## src/rtl/twofish_pkg.sv

```systemverilog
// Shared types for the Twofish request scheduler.
// Tag width is sized for the largest supported requester count.
package twofish_pkg;

  localparam int BLOCK_W  = 128;
  localparam int KEY_W    = 128;
  localparam int ID_MAX_W = 3;

  typedef struct packed {
    logic                valid;
    logic [ID_MAX_W-1:0] id;
  } tag_t;

  function automatic int id_w(input int n);
    return (n > 2) ? $clog2(n) : 1;
  endfunction

endpackage

```

## src/rtl/rr_arbiter.sv

```systemverilog
// Combinational round-robin arbiter.
// The first request at or after ptr wins, wrapping modulo N.
module rr_arbiter
  import twofish_pkg::*;
#(
  parameter  int N  = 2,
  localparam int PW = id_w(N)
) (
  input  logic [N-1:0]  req,
  input  logic [PW-1:0] ptr,
  output logic [N-1:0]  grant
);

  logic [N-1:0] w_mask;
  logic [N-1:0] w_hi;
  logic [N-1:0] w_src;

  always_comb begin
    w_mask = '0;
    for (int j = 0; j < N; j++) begin
      w_mask[j] = (j >= int'(ptr));
    end
    w_hi  = req & w_mask;
    // Fall back to the wrapped-around set when nothing is at/after ptr.
    w_src = (|w_hi) ? w_hi : req;
    grant = '0;
    for (int j = N - 1; j >= 0; j--) begin
      if (w_src[j]) grant = N'(1) << j;
    end
  end

endmodule

```

## src/rtl/encrypt_sched.sv

```systemverilog
// Shares one fixed-latency encryption core between N_REQ requesters.
// Credit admission keeps the result FIFO from ever overflowing.
module encrypt_sched
  import twofish_pkg::*;
#(
  parameter  int N_REQ   = 2,
  parameter  int LATENCY = 17,
  parameter  int DEPTH   = 32,
  localparam int IDW     = id_w(N_REQ)
) (
  input  logic                     clk,
  input  logic                     reset,
  input  logic [N_REQ-1:0]         req_valid,
  output logic [N_REQ-1:0]         req_ready,
  input  logic [N_REQ*BLOCK_W-1:0] req_plain_text,
  input  logic [N_REQ*KEY_W-1:0]   req_key,
  output logic [BLOCK_W-1:0]       core_plain_text,
  output logic [KEY_W-1:0]         core_key,
  input  logic [BLOCK_W-1:0]       core_cipher,
  output logic                     res_valid,
  input  logic                     res_ready,
  output logic [BLOCK_W-1:0]       res_data,
  output logic [IDW-1:0]           res_id
);

  localparam int AW = $clog2(DEPTH);
  localparam int CW = AW + 1;
  localparam int EW = BLOCK_W + IDW;
  localparam logic [CW:0] LP_DEPTH = (CW+1)'(DEPTH);

  logic [N_REQ-1:0]   w_grant;
  logic [IDW-1:0]     r_rr_ptr;
  logic [IDW-1:0]     w_gid;
  logic [IDW-1:0]     w_ptr_nxt;
  logic [BLOCK_W-1:0] w_pt;
  logic [KEY_W-1:0]   w_key;
  logic               w_acc;
  logic               w_credit_ok;
  logic [CW:0]        w_used;

  logic [BLOCK_W-1:0] r_core_pt;
  logic [KEY_W-1:0]   r_core_key;
  logic [CW-1:0]      r_inflight;

  tag_t               r_tags [LATENCY];
  tag_t               w_tag_in;
  tag_t               w_exit;
  logic               w_wr;
  logic               w_unused_id;

  logic [EW-1:0]      r_mem [DEPTH];
  logic [AW-1:0]      r_wp;
  logic [AW-1:0]      r_rp;
  logic [CW-1:0]      r_mem_cnt;
  logic               w_load;
  logic               r_res_valid;
  logic [BLOCK_W-1:0] r_res_data;
  logic [IDW-1:0]     r_res_id;

  rr_arbiter #(
    .N(N_REQ)
  ) u_arb (
    .req  (req_valid),
    .ptr  (r_rr_ptr),
    .grant(w_grant)
  );

  // Output register counts as FIFO occupancy.
  assign w_used = {1'b0, r_inflight}
                + {1'b0, r_mem_cnt}
                + (CW+1)'(r_res_valid);
  assign w_credit_ok = (w_used < LP_DEPTH);

  assign req_ready = (!reset && w_credit_ok)
                   ? w_grant : '0;
  assign w_acc     = |(req_valid & req_ready);

  always_comb begin
    w_gid = '0;
    w_pt  = '0;
    w_key = '0;
    for (int i = 0; i < N_REQ; i++) begin
      if (w_grant[i]) begin
        w_gid = IDW'(i);
        w_pt  = req_plain_text[i*BLOCK_W +: BLOCK_W];
        w_key = req_key[i*KEY_W +: KEY_W];
      end
    end
  end

  assign w_ptr_nxt = (int'(w_gid) == N_REQ - 1)
                   ? '0 : w_gid + 1'b1;

  always_comb begin
    w_tag_in       = '0;
    w_tag_in.valid = w_acc;
    w_tag_in.id    = ID_MAX_W'(w_gid);
  end

  assign w_exit      = r_tags[LATENCY-1];
  assign w_wr        = w_exit.valid;
  assign w_unused_id = ^w_exit.id;

  always_ff @(posedge clk) begin
    if (reset) begin
      r_rr_ptr   <= '0;
      r_core_pt  <= '0;
      r_core_key <= '0;
      r_inflight <= '0;
      for (int i = 0; i < LATENCY; i++) begin
        r_tags[i] <= '0;
      end
    end else begin
      if (w_acc) begin
        r_core_pt  <= w_pt;
        r_core_key <= w_key;
        r_rr_ptr   <= w_ptr_nxt;
      end
      r_tags[0] <= w_tag_in;
      for (int i = 1; i < LATENCY; i++) begin
        r_tags[i] <= r_tags[i-1];
      end
      if (w_acc && !w_wr) begin
        r_inflight <= r_inflight + 1'b1;
      end else if (!w_acc && w_wr) begin
        r_inflight <= r_inflight - 1'b1;
      end
    end
  end

  assign core_plain_text = r_core_pt;
  assign core_key        = r_core_key;

  // Head is prefetched into the output register; no fall-through.
  assign w_load = (r_mem_cnt != '0)
               && (!r_res_valid || res_ready);

  always_ff @(posedge clk) begin
    if (reset) begin
      r_wp        <= '0;
      r_rp        <= '0;
      r_mem_cnt   <= '0;
      r_res_valid <= 1'b0;
      r_res_data  <= '0;
      r_res_id    <= '0;
    end else begin
      if (w_wr) begin
        r_wp <= r_wp + 1'b1;
      end
      if (w_load) begin
        r_rp        <= r_rp + 1'b1;
        r_res_valid <= 1'b1;
        {r_res_data, r_res_id} <= r_mem[r_rp];
      end else if (res_ready) begin
        r_res_valid <= 1'b0;
      end
      if (w_wr && !w_load) begin
        r_mem_cnt <= r_mem_cnt + 1'b1;
      end else if (!w_wr && w_load) begin
        r_mem_cnt <= r_mem_cnt - 1'b1;
      end
    end
  end

  always_ff @(posedge clk) begin
    if (!reset && w_wr) begin
      r_mem[r_wp] <= {core_cipher, w_exit.id[IDW-1:0]};
    end
  end

  assign res_valid = r_res_valid;
  assign res_data  = r_res_data;
  assign res_id    = r_res_id;

endmodule

```

## config.mk

```make
export PLATFORM = sky130hd
export DESIGN_NAME = encrypt_sched
export DESIGN_NICKNAME = d
export VERILOG_FILES = /design/src/rtl/twofish_pkg.sv /design/src/rtl/rr_arbiter.sv /design/src/rtl/encrypt_sched.sv
export SDC_FILE = /design/constraint.sdc
export NUM_CORES = 2
export LEC_CHECK = 0
export CORE_MARGIN = 1.5
export CORE_UTILIZATION = 55
export CTS_BUF_LIST = sky130_fd_sc_hd__clkbuf_8
export CTS_CLUSTER_DIAMETER = 120
export DETAILED_ROUTE_END_ITERATION = 7
export PLACE_DENSITY = 0.74
export SYNTH_ARGS = -nofsm -noshare
export SYNTH_HDL_FRONTEND = slang
export SYNTH_MEMORY_MAX_BITS = 65536
export SYNTH_SLANG_ARGS = --single-unit
```

## constraint.sdc

```tcl
create_clock -name clk -period 11.25 [get_ports clk]
set_clock_uncertainty 0.15 [all_clocks]
set_input_delay 2.8125 -clock clk [delete_from_list [all_inputs] [get_ports clk]]
set_output_delay 2.8125 -clock clk [all_outputs]
set_load 0.01 [all_outputs]
```

==> results.json <==
{
  "outcome": "finished clean",
  "drt_first_pass_iters": 8,
  "drive_above_1_share_pct": 15.5,
  "crit_path_start": "reset",
  "track_usage_pct": 31.5,
  "worstPathMaxFanout": 40,
  "clock-sinks": 4571,
  "seq_area_frac_synth_pct": 75.0,
  "num_io_pins": 1033,
  "hpwl_mm": 299,
  "synth-main-ff-cell": "edfxtp_1",
  "final-setup-viol-count": 0,
  "fmax_mhz": 130,
  "ys_types": 56,
  "ys.warnings.count": 0,
  "grt_remaining_overflow": 0,
  "layout_commonest_cell": "edfxtp_1",
  "tightest_slew_ps": 1320,
  "netlist_instances": 9357,
  "die_w_um": 571,
  "antenna_left": 0,
  "cp_num_buf_inv": 2,
  "holdBufCountCts": 0,
  "cts_resized": 0,
  "num_vias": 98360,
  "rows": 208,
  "reg2reg_setup_slack_ps": 5860,
  "max_slew_margin_pct": 11.6,
  "dieArea_um2": 326000,
  "ys_ff_latch": 4571,
  "final_cell_mix": "edfxtp_1, mux2i_1, clkdlybuf4s50_1",
  "synth_top_cell_by_area": "edfxtp_1",
  "max-cap-violations": 0,
  "fin_crit_ps": 7680,
  "clk_transition_reported_paths_ps": 60,
  "coreArea_um2": 321000,
  "synth_edf_count": 4128,
  "cts-root-buf": "clkbuf_8",
  "vdd_drop_max_v": 0.000212,
  "async_flop_share_pct": 0,
  "path_delay_family": "buffers and inverters",
  "path_cells": "buf_8 -> or4_1 -> a21oi_2 -> o21ai_0 -> nor2_1 -> clkdlybuf4s50_1",
  "crit_path_start_kind": "input port",
  "min_period_over_period_pct": 68.3,
  "htree_levels": 6,
  "place_area_um2": 192000,
  "rsz0062_at_grt": "false",
  "postCtsSetupBuffers": 0,
  "tritoncts": "yes",
  "crit_cells": 6,
  "final_area_um2": 205000,
  "worstHoldStart": "r_tags[0][52]",
  "syn2layout_area_growth_pct": 15.7,
  "portBuffers": 1032,
  "power.leakage_nw": 66.8,
  "dp.cells": 14243,
  "cts_buffers": 701,
  "end_kind": "output port",
  "whs_path_depth": 1,
  "drt-initial-drc-count": 11506,
  "critPathMaxStageDelay_ps": 560,
  "yosysTopAreaCellShare_pct": 70.0,
  "wirelength_mm": 521,
  "required_ps": 8290,
  "finalHoldViolCount": 0,
  "reg2regPathDepth": 8,
  "nets": 11309,
  "hp-class": "reg2reg",
  "slew_viol_final": 0,
  "p_total_mw": 42.4,
  "start_util_pct": 55.2,
  "chipHeight_um": 571,
  "cellPowerDensity_nw_per_um2": 207,
  "ys_top_cells_by_area": "edfxtp_1, mux2i_1, mux4_2",
  "setup_ws_ps": 3570,
  "cts_buffer_depth": 4,
  "clk_latency_ps": 1250,
  "whs_ps": 285,
  "crit_type": "in2out",
  "cp.arrival_ps": 4720,
  "r2r-start": "r_rp[1]",
  "wl_per_cell_um": 33.4,
  "grt_antenna_before_repair": 116,
  "pre_cts_ws_ps": 3590,
  "final_cell_count_no_fill": 15585,
  "crit_slowest_cell": "clkdlybuf4s50_1",
  "syn_avg_cell_area_um2": 18.9,
  "syn_area_um2": 177000,
  "grt_pass1_vias": 97804,
  "drc": 0,
  "grt_pass1_wl_mm": 724,
  "synth.net_count": 10025,
  "vias_per_cell": 6.31,
  "post-route-util_pct": 63.9,
  "tns_ps": 0,
  "grt_max_degree": 148,
  "gp_congestion": 1.04
}
==> final timing paths <==
path              endpoint
min          r_tags[0][56]
max           req_ready[1]
max reg2reg         res_id
min reg2reg  r_tags[0][56]
==> metal layers <==
metal	global-route usage, %	part of all wire, %	up-vias
li1	-	-	40739
met1	39.9	36	50875
met2	50.5	48	5642
met3	7.78	9.9	1060
met4	16.8	5.8	44
met5	0	0.059	-
==> cell type report <==
cell class	count	area [um^2]
inverter	14	52.6
tap	4305	5390
sequential	4571	133000
clock buffer	748	10300
antenna	77	193
multi-input combinational	4157	41500
clock inverter	517	2770
timing repair buffer	1196	12000
fill	21612	116000
==> cell families (layout without fill, tap and decap cells) <==
family / Yosys count / count (layout) / share of synthesized area (%)
mux: 1966 / 1966 / 15.0
buf+inv: 629 / 2475 / 1.86
other cells: 0 / 77 / 0
compound gates: 1306 / 1306 / 5.30
xor+xnor: 15 / 15 / 0.0741
flops: 4571 / 4571 / 75.0
simple gates: 847 / 847 / 2.68
fa+ha+maj: 23 / 23 / 0.171
==> flip-flops by register name, summed over array words and instances (netlist names) <==
name             flops
r_mem             4128
r_inflight           6
r_rp                 5
res_valid            1
r_tags              34
core_key           128
r_mem_cnt            6
res_data           128
res_id               1
r_rr_ptr             1
core_plain_text    128
r_wp                 5
==> power breakdown <==
| part | total [mW] | switching [mW] | internal (mW) |
|---|---|---|---|
| Combinational | 9.71 | 5.17 | 4.54 |
| Sequential | 19.8 | 0.802 | 19.0 |
| Clock | 12.9 | 6.45 | 6.46 |
==> Yosys cell counts (all sizes together), types with 7 or more instances <==
cell type,instances
o22ai,94
mux4,545
nand2,81
o31ai,15
a22oi,483
o221ai,23
xnor2,7
xor2,8
a21oi,453
buf,322
clkbuf,293
mux2i,1418
dfxtp,443
nor2,107
nor2b,44
a22o,101
nand2b,260
inv,14
edfxtp,4128
o41ai,43
a211oi,23
ha,21
and3,255
a2111oi,51
nor3,72
==> worst register-to-register path: stages, from the launching register on <==
cell and delay (ps):
dfxtp_4 850, buf_4 800, buf_4 960, buf_4 1030
mux2i_1 270, a22oi_1 350, a21oi_1 140, nor3_1 530
a22o_1 220
Note: power is estimated with default switching activity, not from simulation.
